--- src/rtl/if_fetch_unit.sv ---
// Instruction-fetch stage: owns PC and IR, fetches over a req/ack memory
// handshake and exposes the decoded IR fields to the control unit and datapath.
module if_fetch_unit #(
  parameter logic [31:0] RESET_PC = 32'h0000_0000,
  parameter int          TIMEOUT  = 15,
  parameter logic [31:0] NOP_INST = 32'h0000_0013
) (
  input  logic        clk,
  input  logic        rst,
  input  logic        PC_Write,
  input  logic        IR_Write,
  input  logic        pc_load,
  input  logic [31:0] pc_load_addr,
  input  logic        err_clr,
  output logic        imem_req,
  output logic [31:0] imem_addr,
  input  logic        imem_ack,
  input  logic [31:0] imem_rdata,
  output logic [31:0] PC,
  output logic [31:0] IR,
  output logic [6:0]  opcode,
  output logic [4:0]  rd,
  output logic [2:0]  funct3,
  output logic [4:0]  rs1,
  output logic [4:0]  rs2,
  output logic [6:0]  funct7,
  output logic [31:0] imm_i,
  output logic [31:0] imm_u,
  output logic        if_busy,
  output logic        if_err
);

  typedef enum logic {S_IDLE, S_WAIT} state_t;

  localparam logic [7:0] TO_LAST = 8'(TIMEOUT - 1);

  state_t      state_q;
  logic [31:0] pc_q;
  logic [31:0] ir_q;
  logic [31:0] addr_q;
  logic [31:0] ld_addr_q;
  logic        req_q;
  logic        busy_q;
  logic        err_q;
  logic        inc_pend_q;
  logic        ld_pend_q;
  logic [7:0]  cnt_q;

  // A load arriving in the completing cycle still counts: last load wins.
  logic        ld_now_d;
  logic [31:0] ld_target_d;
  assign ld_now_d    = ld_pend_q | pc_load;
  assign ld_target_d = pc_load ? pc_load_addr : ld_addr_q;

  always_ff @(posedge clk) begin
    if (rst) begin
      state_q    <= S_IDLE;
      pc_q       <= RESET_PC;
      ir_q       <= NOP_INST;
      addr_q     <= RESET_PC;
      ld_addr_q  <= 32'h0;
      req_q      <= 1'b0;
      busy_q     <= 1'b0;
      err_q      <= 1'b0;
      inc_pend_q <= 1'b0;
      ld_pend_q  <= 1'b0;
      cnt_q      <= 8'h0;
    end else begin
      // Any error set below is a later assignment, so it overrides the clear.
      if (err_clr) err_q <= 1'b0;
      case (state_q)
        S_IDLE: begin
          if (IR_Write) begin
            if (pc_q[1:0] == 2'b00) begin
              state_q    <= S_WAIT;
              req_q      <= 1'b1;
              addr_q     <= pc_q;
              busy_q     <= 1'b1;
              cnt_q      <= 8'h0;
              inc_pend_q <= PC_Write;
              ld_pend_q  <= pc_load;
              ld_addr_q  <= pc_load_addr;
            end else begin
              ir_q  <= NOP_INST;
              err_q <= 1'b1;
              if (pc_load) pc_q <= pc_load_addr;
            end
          end else if (pc_load) begin
            pc_q <= pc_load_addr;
          end else if (PC_Write) begin
            pc_q <= pc_q + 32'd4;
          end
        end
        S_WAIT: begin
          if (imem_ack) begin
            ir_q       <= imem_rdata;
            req_q      <= 1'b0;
            busy_q     <= 1'b0;
            state_q    <= S_IDLE;
            inc_pend_q <= 1'b0;
            ld_pend_q  <= 1'b0;
            if (ld_now_d)        pc_q <= ld_target_d;
            else if (inc_pend_q) pc_q <= pc_q + 32'd4;
          end else if (cnt_q == TO_LAST) begin
            ir_q       <= NOP_INST;
            err_q      <= 1'b1;
            req_q      <= 1'b0;
            busy_q     <= 1'b0;
            state_q    <= S_IDLE;
            inc_pend_q <= 1'b0;
            ld_pend_q  <= 1'b0;
          end else begin
            cnt_q <= cnt_q + 8'd1;
            if (pc_load) begin
              ld_pend_q <= 1'b1;
              ld_addr_q <= pc_load_addr;
            end
          end
        end
        default: state_q <= S_IDLE;
      endcase
    end
  end

  assign imem_req  = req_q;
  assign imem_addr = addr_q;
  assign PC        = pc_q;
  assign IR        = ir_q;
  assign if_busy   = busy_q;
  assign if_err    = err_q;

  assign opcode = ir_q[6:0];
  assign rd     = ir_q[11:7];
  assign funct3 = ir_q[14:12];
  assign rs1    = ir_q[19:15];
  assign rs2    = ir_q[24:20];
  assign funct7 = ir_q[31:25];
  assign imm_i  = {{20{ir_q[31]}}, ir_q[31:20]};
  assign imm_u  = {ir_q[31:12], 12'b0};

endmodule

--- config.mk ---
export PLATFORM = sky130hd
export DESIGN_NAME = if_fetch_unit
export DESIGN_NICKNAME = d
export VERILOG_FILES = /design/src/rtl/if_fetch_unit.sv
export SDC_FILE = /design/constraint.sdc
export NUM_CORES = 1
export LEC_CHECK = 0
export ABC_AREA = 1
export CORE_ASPECT_RATIO = 1.25
export CORE_UTILIZATION = 51
export CTS_CLUSTER_DIAMETER = 60
export DETAILED_ROUTE_END_ITERATION = 6
export PLACE_DENSITY = 0.95
export SYNTH_ARGS = -nofsm -noshare
export SYNTH_HDL_FRONTEND = slang
export SYNTH_SLANG_ARGS = --single-unit
--- constraint.sdc ---
create_clock -name clk -period 2.9 [get_ports clk]
set_clock_uncertainty 0.15 [all_clocks]
set_input_delay 0.435 -clock clk [delete_from_list [all_inputs] [get_ports clk]]
set_output_delay 0.435 -clock clk [all_outputs]
set_load 0.1 [all_outputs]
# Yosys cells after proc, flatten, opt, wreduce, memory -nomap -nowiden
# Index checks and enable logic that the tools add are counted.
[op_classes]
div_mod_pow = 0
n_shift = 0
n_bitwise = 2
n_reduce_logical = 7
multipliers = 0
muxes = 50
eq_ne = 13
n_lt_le_gt_ge = 0
n_addsub = 2
[ops]
columns = ["op", "count"]
rows = [
  ["$mux 32", 17],
  ["$pmux 32 s2", 3],
  ["$add 32x3->32 const B", 1],
  ["$mux 8", 4],
  ["$mux 1", 20],
  ["$pmux 8 s2", 1],
  ["$ne 2x2->1 const B", 6],
  ["$reduce_and 3->1", 4],
  ["$pmux 1 s2", 5],
  ["$ne 3x3->1 const B", 3],
  ["$add 8x1->8 const B", 1],
  ["$eq 8x4->1 const B", 1],
  ["$reduce_and 5->1", 1],
  ["$ne 4x3->1 const B", 1],
  ["$reduce_and 4->1", 1],
  ["$ne 3x1->1 const B", 1],
  ["$ne 3x2->1 const B", 1],
  ["$logic_not 2->1", 1],
  ["$not 1->1", 1],
  ["$or 1x1->1", 1],
]
[totals]
ff_bits = 141
latchBits = 0
mem_bits_rw = 0
output_inout_bits = 195
input_bits = 71
wordCells = 84
rom_bits = 0
n_memories = 0

# Longest topological paths before layout
# Gate-level depths: netlist (run 1).
[logic_depth]
depth_word = 5
ltp_mapped = 13
ltp_nobuf = 12

# Least setup slack after synthesis (run 1)
# No wires, ideal clock.
[synth_path]
path_kind = "reg-to-reg"
from = "reg pc_q[2], in the netlist PC[2]"
to = "reg pc_q[24], in the netlist PC[24]"
slack_ns = 0.360
n_path_buf = 0
required_ns = 2.641
setup_ns = 0.109
synth_period_minus_slack_ns = 2.540
arrival_time_ns = 2.280
stages_incl_launch_ff = 13
path_cell_list = "dfxtp_1 -> ha_1 -> nand3_2 -> inv_2 -> nand2_2 -> nor2_1 -> nand2_1 -> nand2_1 -> nand3_1 -> nand2_1 -> nand3_1 -> nand2_1 -> inv_1"
[synth_between]
elab_chain_len = 5
elab_cells_between_ends = 8
classes_between = "1 x add/sub; 7 x mux"
[synth_rtl]
columns = ["element", "line", "source"]
rows = [
  ["start: declaration", "38", "logic [31:0] pc_q;"],
  ["start signal: assignment", "86", "if (pc_load) pc_q <= pc_load_addr;"],
  ["start signal: assignment", "89", "pc_q <= pc_load_addr;"],
  ["start signal: assignment", "91", "pc_q <= pc_q + 32'd4;"],
  ["$add 32x3->32 *", "91, 103", ""],
  ["$mux 32 (on tied branches)", "103, 90", ""],
  ["$mux 32 (on tied branches)", "102, 88", ""],
  ["$mux 32 (on tied branches)", "95, 73", ""],
  ["$pmux 32 s2 *", "71", "case (state_q)"],
]
# Every way passes the cells marked *; elsewhere a longest branch is shown, timed or not. The select of a mux whose other input is x is not followed.
# A chain may end at the register's enable or synchronous reset.

# Worst setup path in the final report (run 1)
[layout_path]
from = "reg pc_q[3], in the netlist PC[3]"
to = "reg pc_q[26], in the netlist PC[26]"
# The elaborated chain is that of the path after synthesis.

==> impl_metrics.toml, run 1 <==
[drt]
wl_met2_um = 13100
wl_per_cell_um = 16.9
wl_met3_um = 2630
drtIter0Drc = 1007
avgViaCountPerCell = 5.56
highest_layer = "met4"
ant_nets = 0
drc = 0
wl_met1_um = 9870
via_count = 8984
first_pass_iters = 6
wl_um = 27300

[critical_path]
worst-path-max-fanout = 6
setup.worst_path.end_class = "flip-flop"
crit_arrival_ns = 2.45
crit_required_ns = 3.08
worstSetupPathType = "reg2reg"
cp-start-kind = "flip-flop"

[synthesis]
synthDistinctLibCells = 37
synth_cells = 1254
ys_top_cells_by_area = "dfxtp_1 35%, nand2_1 15%, buf_4 9.1%"
yosysSeqAreaShare_pct = 34.7
synthFlopType = "dfxtp_1"
yosys.area.top_type = "dfxtp_1"
avgSynthCellArea_um2 = 6.48
synth_edf_count = 0
ys_seq_elements = 141
yosys_warnings = 0
synth.top_cell.area_share_pct = 34.7
synthArstFlopShare_pct = 0
syn_area_mm2 = 0.00813

[finish]
drive_gt1_share_pct = 18.6
multiInputGateArea_mm2 = 0.00398
fillers = 1395
design_area_mm2 = 0.0102
layout.cells.non_filler = 1617
regArea_mm2 = 0.00282
areaGrowthSynthToFinish_pct = 25.8
antenna_cells = 0
layout_commonest_cell = "nand2_1"
fin_nets = 1466
final_cell_mix = "314 x nand2_1, 201 x buf_4, 141 x dfxtp_1"

[sta]
setup_viol = 0
setup_tns_ns = 0
period_minus_slack_ns = 2.27
clock.fmax_mhz = 440
grt_setup_unrepaired = "no"
relSlewSlack_pct = 46.6
fin_crit_sh_pct = 78.4
final_hold_viol_count = 0
tightest_slew_ns = 0.801
final_max_slew_viol_count = 0

[outcome]
outcome = "complete, no violations"

[clocking]
cts_sinks = 141
cts_made_buffers = 17
cts_root_buf = "clkbuf_16"
post_cts_buffers = 0
clock_latency_ns = 0.43
postCtsHoldBufs = 0
clockBufferDepth = 2
cts.reportedPaths.clkPinSlew_ns = 0.06
cts_max_level = 4
post_cts_resized = 0
cts_tree = "yes"

[placed_design]
io_buffer_count = 253
place_area_mm2 = 0.00965
gp_congestion = 0.963
placed_cells_incl_taps = 1585
post-dp-hpwl_um = 19500

[power]
ir_drop_v = 0.000499
powerDensity_mw_per_mm2 = 855
p_total_uw = 8740
p_leak_uw = 0.00463

[global_route]
grt_pass1_wl_um = 41200
grt_max_degree = 70
grt_pass1_vias = 8110
grt_overflow = 0
grt_usage_pct = 32.6
grt_antenna_before_repair = 0

[floorplanning]
core-area_mm2 = 0.0156
initial_core_util_pct = 52.2
io_pins = 266
placementRows = 51
die_x_um = 115
fp.dieH_um = 143
dieArea_mm2 = 0.0164

[hold_path]
hold_path_class = "reg2reg"

[job]
cap_violations = 0
registers in the layout, indices dropped and copies added, names as in the netlist:
register	count
cnt_q	8
state_q	1
ld_pend_q	1
inc_pend_q	1
IR	32
if_err	1
if_busy	1
ld_addr_q	32
PC	32
imem_addr	32
synth_stat cells (3+ instances only):
library cell	number
a21oi_1	106
a31oi_1	31
buf_1	5
buf_2	19
buf_4	99
clkbuf_1	39
clkinv_1	3
dfxtp_1	141
ha_1	3
inv_1	76
inv_2	9
nand2_1	314
nand2_2	5
nand3_1	71
nand3_2	3
nand3b_1	4
nand4_1	5
nor2_1	137
nor2_2	4
nor2_4	3
nor3_1	3
o211ai_1	6
o21ai_0	120
o21ai_1	23
o22ai_1	3
xor2_1	8
report_power, final:
group          internal (uW)  switching (uW)
sequential              2250             315
clock                   1270             893
combinational            869            3140
final timing paths:
check                                   from      endpoint  slack, ns  depth (start not counted)
worst max-delay path                   PC[3]        PC[26]       0.63                         12
worst min-delay path            imem_addr[1]  imem_addr[1]       0.29                          2
worst max register to register         PC[3]        PC[26]       0.63                         12
worst min register to register  imem_addr[1]  imem_addr[1]       0.29                          2
layer usage:
layer,vias up,global-route usage [%]
li1,4271,-
met1,4089,35.8
met2,519,55.7
met3,105,7.51
met4,0,22.2
met5,-,0
kinds of logic after synthesis:
family,Yosys count,synth area share [%]
buffers and inverters,254,16.8
adders and majority gates,3,0.462
muxes,1,0.123
DFF,141,34.7
AOI/OAI and AO/OA,295,19.1
and+or+nand+nor,550,27.7
xor gates and xnor gates,9,0.970
other,1,0.0461
worst max-delay path: stages, from the launching register on:
cell	delay, ns
dfxtp_1	0.55
ha_1	0.31
nand3_2	0.22
inv_2	0.18
nand2_2	0.13
clkinv_1	0.14
nand2_1	0.07
nand2_1	0.08
nand3_1	0.08
nand2_1	0.08
nand3_1	0.08
nand2_1	0.07
inv_1	0.04
cell type report:
cell class	count	share of cell area, %
Clock buffer	18	4.20
Clock inverter	14	1.43
Inverter	89	3.29
Multi-Input combinational cell	870	38.9
Sequential cell	141	27.6
Tap cell	212	2.59
Timing Repair Buffer	273	22.0
per-stage QoR:
step | util (%) | hold slack (ns) | setup WS [ns]
floorplan | - | 0.286 | 0.360
CTS | 65.7 | 0.290 | 0.641
global route | 65.7 | 0.320 | 0.525
detailed placement | 62.0 | 0.281 | 0.502
global placement | 62.0 | 0.278 | 0.552
finish | 65.7 | 0.289 | 0.626
No activity file was read; power rests on OpenSTA's default activity.
==> inputs of run 2 (changes only) <==
CORE_UTILIZATION = 47   (was 51)
PLACE_DENSITY = 0.92   (was 0.95)
clock period = 2.2 ns   (was 2.9 ns; I/O delays follow)
==> run 2 against run 1 <==
Net effect: critical path depth fell by 2; global-route usage fell by 1.4 points; combinational power rose by 37%; clock power rose by 36%; sequential power rose by 32%; final area rose by 5.5%; count of clock-buffer cells in the layout rose by 7; worst setup slack got worse by 0.48 ns; via count rose by 1.7%; critical path type unchanged.
==> impl_metrics.toml, run 2 (synthesis gave the netlist of run 1 again) <==
[outcome]
outcome = "complete, no violations"

[critical_path]
cp-start-kind = "flip-flop"
crit_required_ns = 2.37
crit_slowest_cell = "dfxtp_2"
worstSetupPathType = "reg2reg"
setup.worst_path.end_class = "flip-flop"
path_cells = "ha_1 > nand3_2 > inv_2 > nand3b_1 > xor2_1 > nand2_1 > nand2_1 > nand3_1 > nand2_1 > inv_1"
crit_arrival_ns = 2.22
worst-path-buf-inv = 2
cpPeakStageDelay_ns = 0.42
path_common_cell = "nand2_1"
worst-path-max-fanout = 6
reg2reg_setup_slack_ns = 0.15
cp_top_family = "simple AND/OR/NAND/NOR gates"

[finish]
layout_commonest_cell = "nand2_1"
layout.cells.non_filler = 1631
final_cell_mix = "314 x nand2_1, 170 x buf_4, 137 x nor2_1"
fin_nets = 1472
areaGrowthSynthToFinish_pct = 32.7
fillers = 1419
drive_gt1_share_pct = 20.0
design_area_mm2 = 0.0108

[hold_path]
hold_path_class = "in2reg"

[clocking]
cts_root_buf = "clkbuf_16"
cts.reportedPaths.clkPinSlew_ns = 0.06
cts_sinks = 141
clock_latency_ns = 0.43
postCtsHoldBufs = 0
cts_tree = "yes"
post_cts_resized = 0
clockBufferDepth = 2
cts_max_level = 4
cts_made_buffers = 17
post_cts_buffers = 0

[global_route]
grt_max_degree = 70
grt_pass1_wl_um = 43500
grt_overflow = 0
grt_pass1_vias = 8470
grt_antenna_before_repair = 1
grt_usage_pct = 31.2

[placed_design]
gp_congestion = 1.00
place_area_mm2 = 0.0102
placed_cells_incl_taps = 1599
io_buffer_count = 253
post-dp-hpwl_um = 20300

[sta]
clock.fmax_mhz = 488
tightest_slew_ns = 0.644
fin_crit_sh_pct = 93.1
period_minus_slack_ns = 2.05
grt_setup_unrepaired = "no"
setup_tns_ns = 0
final_max_slew_viol_count = 0
relSlewSlack_pct = 56.6
setup_viol = 0
final_hold_viol_count = 0

[power]
power.switching_uw = 5680
power.clock.fraction_pct = 24.9
ir_drop_v = 0.000591
p_leak_uw = 0.00481
p_seq_share_pct = 28.7
p_total_uw = 11800
combPwrFrac_pct = 46.4
switching_share_pct = 48.1
p_int_uw = 6130
powerDensity_mw_per_mm2 = 1090

[job]
cap_violations = 0

[drt]
drtIter0Drc = 984
avgViaCountPerCell = 5.60
wl_per_cell_um = 17.3
drc = 0
via_count = 9134
ant_nets = 0
first_pass_iters = 6
wl_um = 28300

[floorplanning]
fp.dieH_um = 149
dieArea_mm2 = 0.0178
initial_core_util_pct = 48.2
core-area_mm2 = 0.0168
io_pins = 266
placementRows = 53
die_x_um = 120
run 2: changes by cell type in the layout (fill, tap and decap cells not counted), moves of 3 or more:
cell	previous run	this run
buf_12	2	39
buf_4	201	170
dfxtp_1	141	122
dfxtp_2	0	19
clkbuf_1	1	5
clkbuf_8	0	3
clkinv_4	4	1
clkinvlp_4	3	0
run 2: layer usage:
layer / GRT usage, % / share of wire [%]
met5: 0 / 0
met4: 20.6 / 5.9
met3: 6.27 / 9.7
met2: 54.9 / 49
met1: 33.9 / 35
run 2: path summary, 6_finish.rpt:
check / startpoint / cells after the start / endpoint
worst max-delay path: PC[3] / 10 / PC[12]
worst min register to register: imem_addr[0] / 2 / imem_addr[0]
worst max register to register: PC[3] / 10 / PC[12]
worst min-delay path: rst / 3 / cnt_q[6]
run 2: stage by stage:
stage | utilization, % | hold slack [ns] | setup slack (ns)
floorplan | - | 0.286 | 0.00679
global placement | 60.5 | 0.275 | 0.115
detailed placement | 60.5 | 0.279 | 0.0429
CTS | 64.0 | 0.252 | 0.197
global route | 64.0 | 0.269 | 0.0147
finish | 64.0 | 0.266 | 0.151
run 2: worst register-to-register path, stage by stage, from the launching register on:
cell      delay, ns
dfxtp_2        0.42
ha_1           0.27
nand3_2        0.21
inv_2          0.16
nand3b_1       0.18
xor2_1         0.24
nand2_1        0.08
nand2_1        0.06
nand3_1        0.07
nand2_1        0.07
inv_1          0.04
run 2: area by class of cell:
type	instances	area, um^2	area share, %
Multi-Input combinational cell	870	3980	36.9
Antenna cell	1	2.50	0.0232
Tap cell	220	275	2.55
Timing Repair Buffer	279	2750	25.5
Sequential cell	141	2850	26.4
Clock buffer	25	485	4.50
Inverter	89	337	3.12
Clock inverter	6	109	1.01
run 2: power groups by stage:
stage	clock network, uW	registers [uW]	logic [uW]
6_report	2930	3390	5480
5_1_grt	3080	3440	5740
4_1_cts	2960	3380	5440
3_5_place_dp	0	3430	5420
3_3_place_gp	0	3420	5350
2_1_floorplan	0	5260	2320
